===== config.mk =====
export PLATFORM = sky130hd
export DESIGN_NAME = keccak_cmd_master
export DESIGN_NICKNAME = d
export VERILOG_FILES = /design/src/rtl/keccak_cmd_master.sv
export SDC_FILE = /design/constraint.sdc
export NUM_CORES = 1
export LEC_CHECK = 0
export CORE_MARGIN = 4
export CORE_UTILIZATION = 45
export DETAILED_ROUTE_END_ITERATION = 12
export PLACE_DENSITY = 0.8
export SLEW_MARGIN = 20
export SYNTH_ARGS = -nofsm -noshare
export SYNTH_HDL_FRONTEND = slang
export SYNTH_SLANG_ARGS = --single-unit

===== constraint.sdc =====
create_clock -name clk -period 2.8 [get_ports clk]
set_input_delay 0.28 -clock clk [delete_from_list [all_inputs] [get_ports clk]]
set_output_delay 0.28 -clock clk [all_outputs]
set_load 0.05 [all_outputs]

===== src/rtl/keccak_cmd_master.sv =====
// keccak_cmd_master: sequences one hash request into keccak_top (header, length, message) and forwards the digest words to the host
module keccak_cmd_master #(
  parameter int MAX_IN_BITS = 1024
) (
  input  logic        clk,
  input  logic        rst,
  input  logic        req_valid,
  output logic        req_ready,
  input  logic        req_mode,
  input  logic [15:0] req_outlen,
  input  logic [15:0] req_inlen,
  input  logic        msg_valid,
  output logic        msg_ready,
  input  logic [31:0] msg_data,
  output logic        din_valid,
  input  logic        din_ready,
  output logic [31:0] din,
  input  logic        dout_valid,
  output logic        dout_ready,
  input  logic [31:0] dout,
  output logic        force_done,
  output logic        res_valid,
  input  logic        res_ready,
  output logic [31:0] res_data,
  output logic        res_last,
  input  logic        abort,
  output logic        busy,
  output logic        err
);
  typedef enum logic [2:0] {IDLE, HDR, LEN, DATA, RESP, ABRT} state_t;
  state_t state;
  logic mode;
  logic [15:0] outlen, inlen;
  logic [10:0] in_cnt, out_cnt;
  logic rejected;
  assign rejected = (req_outlen == 16'd0) || (32'(req_inlen) > MAX_IN_BITS);
  // req_ready is held off while the last digest word drains and during the err pulse
  always_comb begin
    busy       = state != IDLE;
    req_ready  = (state == IDLE) && !res_valid && !err && !rst;
    din_valid  = (state == HDR) || (state == LEN) || ((state == DATA) && msg_valid);
    din        = (state == HDR)  ? {1'b0, mode, 14'b0, outlen} :
                 (state == LEN)  ? {1'b1, 15'b0, inlen} :
                 (state == DATA) ? msg_data : 32'd0;
    msg_ready  = (state == DATA) && din_ready;
    dout_ready = (state == RESP) && (!res_valid || res_ready);
    force_done = state == ABRT;
  end
  always_ff @(posedge clk) begin
    if (rst) begin
      state     <= IDLE;
      mode      <= 1'b0;
      outlen    <= 16'd0;
      inlen     <= 16'd0;
      in_cnt    <= 11'd0;
      out_cnt   <= 11'd0;
      res_valid <= 1'b0;
      res_data  <= 32'd0;
      res_last  <= 1'b0;
      err       <= 1'b0;
    end else begin
      err <= 1'b0;
      if (res_valid && res_ready) begin
        res_valid <= 1'b0;
        res_last  <= 1'b0;
      end
      if (state != IDLE && abort) begin
        state     <= ABRT;
        res_valid <= 1'b0;
        res_last  <= 1'b0;
        in_cnt    <= 11'd0;
        out_cnt   <= 11'd0;
      end else begin
        case (state)
          IDLE: if (req_valid && req_ready) begin
            if (rejected) err <= 1'b1;
            else begin
              state   <= HDR;
              mode    <= req_mode;
              outlen  <= req_outlen;
              inlen   <= req_inlen;
              in_cnt  <= 11'((17'(req_inlen) + 17'd31) >> 5);
              out_cnt <= 11'((17'(req_outlen) + 17'd31) >> 5);
            end
          end
          HDR: if (din_ready) state <= LEN;
          LEN: if (din_ready) state <= (in_cnt == 11'd0) ? RESP : DATA;
          DATA: if (msg_valid && din_ready) begin
            in_cnt <= in_cnt - 11'd1;
            if (in_cnt == 11'd1) state <= RESP;
          end
          RESP: if (dout_valid && dout_ready) begin
            res_data  <= dout;
            res_valid <= 1'b1;
            res_last  <= out_cnt == 11'd1;
            out_cnt   <= out_cnt - 11'd1;
            if (out_cnt == 11'd1) state <= IDLE;
          end
          default: state <= IDLE;
        endcase
      end
    end
  end
endmodule


Word-level counts from Yosys, hierarchy flattened. Index checks and enable logic that the tools add are counted.

Input port bits: 105. Bits in registers: 93. Output and inout port bits: 73. Word-level logic and storage cells: 104.

Reduce and logical (&&, ||, !) cells: 32. Bitwise operators: 4. $add $sub $neg: 4. Eq/ne operators: 23. Muxes and demuxes: 29. Order comparisons: 1.

Operators by type and width (count): 32-bit 2-to-1 mux (3); 11-bit 2-to-1 mux (6); 11-bit case mux with 2 select lines (2); 16-bit by 5-bit adder with 16-bit output (second input constant) (2); 3-bit 2-to-1 mux (10); 11-bit by 1-bit == test with 1-bit output (second input constant) (2); 11-bit by 1-bit subtractor with 11-bit output (second input constant) (2); 16-bit by 11-bit > comparator with 1-bit output (second input constant) (1); 16-bit logical NOT (1); 8-bit AND reduction (2); 3-bit by 1-bit inequality test with 1-bit output (second input constant) (5); 3-bit case mux with 5 select lines (1); 4-bit AND reduction (3); 1-bit logical AND (11); 11-bit logical NOT (1); 2-bit by 1-bit inequality test with 1-bit output (second input constant) (5); 3-bit by 2-bit inequality test with 1-bit output (second input constant) (3); 1-bit 2-to-1 mux (7); 3-bit by 2-bit == test with 1-bit output (second input constant) (2); 3-bit == test (second input constant) (2); 2-bit inequality test (second input constant) (3); 1-bit logical OR (4); 1-bit inverter (4); 2-bit nonzero test (2); 7 further kinds (9).

Depth between registers and ports, before layout. Gate-level depths: netlist (run 1).

Depth in word-level cells: 8. Mapped depth: 9. Mapped depth without buffers: 8.

Least setup slack after synthesis (run 1). OpenSTA, ideal clock, no wires.

Path kind: register to output. Start point: register state[1]. End point: output din[30]. Data required time: 2.520 ns. Cell stages (with the launch flop): 5. Setup slack: 0.349 ns. Arrival time: 2.171 ns. Buffers on the path: 2. Cell sequence: dfxtp_1 > clkbuf_1 > buf_1 > mux2i_1 > nor3b_1.

Word-level cells in the longest chain between the ends: 4. Elaborated cells between the ends (all ways): 6. Those cells by class: eq/ne: 3; mux: 3.

RTL lines: from (decl) (line 31) `state_t state;`; from (signal assigned) (line 87) `LEN: if (din_ready) state <= (in_cnt == 11'd0) ? RESP : DATA;`; 3-bit by 2-bit == test with 1-bit output (line 44) `(state == DATA) ? msg_data : 32'd0;`; 32-bit 2-to-1 mux (line 44); 32-bit 2-to-1 mux (line 43) `(state == LEN) ? {1'b1, 15'b0, inlen} :`; 32-bit 2-to-1 mux (*) (line 42) `din = (state == HDR) ? {1'b0, mode, 14'b0, outlen} :`; to (decl) (line 17) `output logic [31:0] din,`.

Mark *: on every way between the ends. The rest lies on a longest branch, timed or not.

Worst setup path after layout (run 1).
Start point: register state[1]. End point: output din[8].

Same word-level chain as after synthesis.

==> impl_metrics.csv, run 1 <==
group,metric,value,unit
clock_tree,post_cts_buffers,0,
drt,first_pass_iters,6,
yosys,yosysWarningCount,0,
clock_tree,cts.repair.resized,0,
yosys,ys_seq_area_share,37.5,%
global_route,grt_pass1_wl,26600,microns
sta,fmax,383,MHz
sta,max_slew_margin,53.8,%
sta,worst_pin_slew,0.693,ns
sta,drv_slew,0,
setup_path,cp_max_fo,21,
clock_tree,clk_pin_slew,0.09,ns
drt,drtAntennaViolNets,0,
clock_tree,cts_hold_buf,0,
global_route,grt_use_total,25.4,%
clock_tree,cts_tree,"done",
clock_tree,htreeDepth,3,
drt,wl_per_cell,17.0,microns
yosys,synth_commonest_cells,"nand2_1, dfxtp_1, a21oi_1, nor2_1, o21ai_0",
yosys,synth_edf_count,0,
sta,finalClockSkew,0.00814,ns
pwr,ir_drop,0.681,mV
yosys,ys_types,55,
yosys,ys_ff_latch,93,
drt,vias_per_cell,5.63,
drt,drt_iter0_drc,412,
floorplan,die_w,113,microns
yosys,synth_top_area_share,37.5,%
drt,routed_wl,16600,microns
clock_tree,clock_sinks,93,
setup_path,ff2ff_path_depth,6,
pwr,power_density,574,nW/um^2
layout,syn_to_final_growth,51.4,%
layout,diodes,0,
yosys,synth_area_leaders,"dfxtp_1, nand2_1, a21oi_1, o21ai_0, mux2_2",
hold_path,hp-class,"in2reg",
clock_tree,cts_root_buffer,"clkbuf_8",
sta,timing.final.hold_violations,0,
yosys,syn_nets,772,
sta,finalCriticalPeriod,2.61,ns
sta,worst_hold_slack,0.455,ns
yosys,async_flop_share,0,%
placed_design,dpl_cell_area,7290,sq um
yosys,synth_top_flop_cell,"dfxtp_1",
sta,setup_viol,0,
drt,route.detailed.drc,0,
setup_path,max_stage_delay,0.61,ns
pwr,power_leakage,0.00267,uW
placed_design,gp_congestion,0.901,
global_route,grt_pass1_vias,5551,
setup_path,cp-start-kind,"flop",
sta,rsz0062_at_grt,"no",
global_route,grt_max_degree,66,
layout,design_area,7510,sq um
clock_tree,insertion_delay,0.37,ns
yosys,syn_avg_cell_area,7.48,sq um
layout,fin_util,69.6,%
floorplan,io_pins,178,
drt,vias,5521,
layout,layout-drive-gt1-share,13.2,%
floorplan,rows,38,
hold_path,hold_depth,3,
sta,finalCritPeriodShare,93.3,%
yosys,synthesis.instances,663,
setup_path,worst_path_most_repeated_cell,"buf_4",
flow_run,cap_violations,0,
layout,nets,945,
floorplan,die_area,12800,sq um
setup_path,path_cells,"buf_4 > nor2b_1 > buf_4 > a22oi_1 > nor2_1 > buf_12",
status,status,"completed",
setup_path,critical_path_required,2.52,ns
clock_tree,numCtsBuffers,9,
yosys,yosysMostFrequentCell,"nand2_1",
clock_tree,clockBufferDepth,2,
yosys,yosys.area.top_type,"dfxtp_1",
setup_path,cpMaxStageDelayCell,"dfxtp_1",
setup_path,cp_data_arrival_time,2.33,ns
global_route,grt-ovfl-total,0,
floorplan,start_util,46.0,%
yosys,netlist_area,4960,sq um
placed_design,numPortBuffers,177,
global_route,antenna_found_initial,0,
floorplan,die_y,113,microns
sta,final.setup.tns,0,ns
floorplan,fp.coreArea,10800,sq um
setup_path,crit_type,"reg2out",
placed_design,dp_hpwl,12800,microns
setup_path,endpoint_kind,"primary output",
-- stage by stage --
stage / power [uW] / setup WS, ns / cells
global placement: 3250 / 0.0671 / 965
finish: 4310 / 0.187 / 981
detailed placement: 3290 / 0.0329 / 965
global route: 4520 / 0.0720 / 981
floorplan: 2590 / 0.349 / 663
CTS: 4300 / 0.225 / 981
-- worst paths after layout --
check                           slack, ns                   endpoint               startpoint
worst max register to register       0.54     in_cnt[5]$_SDFFE_PP0P_    state[1]$_SDFFE_PP0P_
worst min-delay path                 0.46  res_data[31]$_SDFFE_PP0P_                 dout[31]
worst min register to register       0.46    outlen[10]$_SDFFE_PP0P_  outlen[10]$_SDFFE_PP0P_
worst max-delay path                 0.19                     din[8]    state[1]$_SDFFE_PP0P_
-- per-layer routing --
layer	wire length [microns]	global-route usage, %
met4	295	8.41
met1	6550	29.3
met5	0	0
met3	1920	10.3
met2	7880	42.9
-- cell families (layout without fill, tap and decap cells) --
group                      Yosys count  in the layout  synth area share [%]
and+or+nand+nor                    300            300                  28.0
AOI/OAI and AO/OA                  180            180                  22.4
DFF                                 93             93                  37.5
buffers and inverters               54            232                  4.56
muxes                               17             17                  3.83
xor gates and xnor gates            15             15                  2.65
adders and majority gates            4              4                  1.01
-- state kept, by name, indices dropped and copies added (netlist names) --
register	cells
res_valid	1
out_cnt	11
err	1
res_data	32
outlen	16
in_cnt	11
mode	1
inlen	16
res_last	1
state	3
-- layout by cell type, fill, tap and decap left out, drive strengths merged, types with 3 or more instances in the layout --
master and count:
clkdlybuf4s50 139, or3 3, nand3 15, and3 6, ha 4, a21oi 86
a211oi 4, dfxtp 93, nor4 5, or4 8, mux2 16, buf 69
clkbuf 9, a32o 4, o211ai 10, a21o 4, a22oi 15, and2 25
o21ai 37, nand4 6, nor2 44, xnor2 13, nor2b 4, nor3b 5
or2 3, nor3 15, inv 11, nand2 154, a31oi 4
-- power breakdown --
group | switching (uW) | internal [uW]
clock | 506 | 510
combinational | 1050 | 705
sequential | 112 | 1420
-- critical path: cells and delay by family (launching register included) --
| kind | cells | cell delay, ns |
|---|---|---|
| flops | 1 | 0.61 |
| buf+inv | 3 | 0.75 |
| simple gates | 2 | 0.50 |
| compound gates | 1 | 0.09 |
-- layout make-up --
class	instances	area [sq um]
well taps	140	175
fillers	850	3280
multi-input cells	516	2880
flip-flops and latches	93	1860
clock inverters	7	96.3
repair buffers	208	2340
inverters	8	30.0
clock buffers	9	124
No activity file was read; power rests on OpenSTA's default activity.
==> run 2: changes to the inputs <==
- CORE_MARGIN: 4 -> unset
- SETUP_SLACK_MARGIN: unset -> 0.2
==> run 2 against run 1 <==
  * Clock skew increased by 0.0071 ns
  * Sequential power about the same
  * Maximum frequency increased by 5.4%
  * Register-to-register slack improved by 0.15 ns
  * Critical path depth increased by 1
  * Clock power decreased by 13%
  * Die area decreased by 10%
  * Worst hold slack got worse by 0.019 ns
  * Power decreased by 3.3%
  * First-iteration DRC count decreased by 14%
  * Critical path type is now in2reg
  * Largest cell class unchanged
==> impl_metrics.csv, run 2 (same netlist as run 1, synthesis figures left out) <==
group,metric,value,unit
flow_run,cap_violations,0,
clock_tree,cts.repair.resized,0,
clock_tree,numCtsBuffers,9,
sta,rsz0062_at_grt,"no",
layout,diodes,0,
sta,worst_hold_slack,0.436,ns
pwr,power_leakage,0.00265,uW
global_route,grt_max_degree,66,
layout,top_regs,"res_data: 32 flops, inlen: 16 flops, outlen: 16 flops",
global_route,grt_use_total,28.6,%
status,status,"completed",
sta,setup_viol,0,
global_route,antenna_found_initial,0,
floorplan,rows,37,
drt,route.detailed.drc,0,
layout,layout_common_cells,"nand2_1, clkdlybuf4s50_1, dfxtp_1",
floorplan,fp.coreArea,10500,sq um
drt,routed_wl,16100,microns
setup_path,crit_type,"in2reg",
pwr,ir_drop,0.498,mV
clock_tree,cts_hold_buf,0,
drt,wl_per_cell,16.4,microns
placed_design,numPortBuffers,177,
layout,syn_to_final_growth,50.4,%
layout,nets,947,
drt,first_pass_iters,5,
floorplan,die_w,107,microns
global_route,grt-ovfl-total,0,
sta,final.setup.tns,0,ns
clock_tree,insertion_delay,0.38,ns
sta,fmax,403,MHz
setup_path,cp_data_arrival_time,2.75,ns
hold_path,hp-class,"in2reg",
sta,timing.final.hold_violations,0,
global_route,grt_pass1_wl,26000,microns
sta,finalCritPeriodShare,88.6,%
setup_path,cp_max_fo,14,
clock_tree,clk_pin_slew,0.10,ns
floorplan,start_util,47.2,%
clock_tree,cts_tree,"done",
placed_design,dp_hpwl,12100,microns
sta,worst_pin_slew,0.688,ns
floorplan,io_pins,178,
floorplan,die_area,11400,sq um
drt,vias,5574,
clock_tree,cts_root_buffer,"clkbuf_8",
sta,finalClockSkew,0.0152,ns
sta,max_slew_margin,54.2,%
global_route,grt_pass1_vias,5361,
layout,layout-drive-gt1-share,13.4,%
layout,final_common_cell,"nand2_1",
placed_design,gp_congestion,0.913,
clock_tree,clockBufferDepth,2,
clock_tree,post_cts_buffers,0,
floorplan,die_y,107,microns
drt,drt_iter0_drc,356,
setup_path,cp-start-kind,"input port",
setup_path,critical_path_required,3.07,ns
drt,vias_per_cell,5.69,
pwr,power_density,558,nW/um^2
layout,largest_reg_flops,32,
sta,finalCriticalPeriod,2.48,ns
sta,drv_slew,0,
layout,largest-register,"res_data",
clock_tree,clock_sinks,93,
setup_path,endpoint_kind,"flop",
drt,drtAntennaViolNets,0,
clock_tree,htreeDepth,3,
==> run 2: cell count changes in the layout (fill, tap and decap cells not counted) <==
cell        before  now
buf_12          35   33
clkinvlp_4       0    2
buf_4           33   37
clkinv_2         2    0
inv_6            3    2
inv_8            0    2
clkinv_4         0    1
bufinv_16        2    0
==> run 2: through the flow <==
step / utilization (%) / power (uW) / cell area [sq um] / setup WS [ns] / instances
floorplan: - / 2590 / 4960 / 0.349 / 663
global placement: 69.2 / 3250 / 7270 / -0.00246 / 963
detailed placement: 69.2 / 3280 / 7270 / -0.0613 / 963
CTS: 71.0 / 4150 / 7460 / 0.336 / 979
global route: 71.0 / 4360 / 7460 / 0.210 / 979
finish: 71.0 / 4160 / 7460 / 0.320 / 979
==> run 2: worst paths after layout <==
kind,start,to,slack [ns],cells past startpoint
hold / removal,dout[21],res_data[21]$_SDFFE_PP0P_,0.44,3
setup / recovery,req_inlen[1],inlen[12]$_SDFFE_PP0P_,0.32,7
hold reg to reg,res_data[31]$_SDFFE_PP0P_,res_data[31]$_SDFFE_PP0P_,0.46,2
setup reg to reg,state[0]$_SDFFE_PP0P_,inlen[12]$_SDFFE_PP0P_,0.69,6
==> run 2: where the power goes <==
group | leakage [uW] | switching [uW] | internal [uW]
logic | 0.00181 | 1060 | 705
clock network | 0.0000903 | 541 | 343
registers | 0.000751 | 100 | 1420
total | 0.00265 | 1700 | 2470
==> run 2: worst max-delay path: stages <==
cell             delay, ns
clkdlybuf4s50_1       0.42
or4_4                 0.56
o41ai_4               0.45
o2111a_1              0.46
buf_4                 0.26
nor2_1                0.10
and2_1                0.22
==> run 2: layout make-up <==
| class | instances | area, sq um |
|---|---|---|
| Inverter | 8 | 30.0 |
| Clock inverter | 7 | 63.8 |
| Multi-Input combinational cell | 516 | 2880 |
| Clock buffer | 9 | 124 |
| Timing Repair Buffer | 210 | 2330 |
| Sequential cell | 93 | 1860 |
| Fill cell | 856 | 3050 |
| Tap cell | 136 | 170 |
==> run 2: layer usage <==
layer  part of all wire [%]  up-vias  GRT usage [%]
li1                       -     2667              -
met1                     40     2553           34.9
met2                     45      307           46.2
met3                     12       47           9.06
met4                    2.9        0           12.4
met5                      0        -              0
==> run 3: changes to the inputs <==
- GPL_TIMING_DRIVEN: unset -> 1
==> results of run 3 <==
The final DEF is identical to that of run 2; final timing and power are the same.
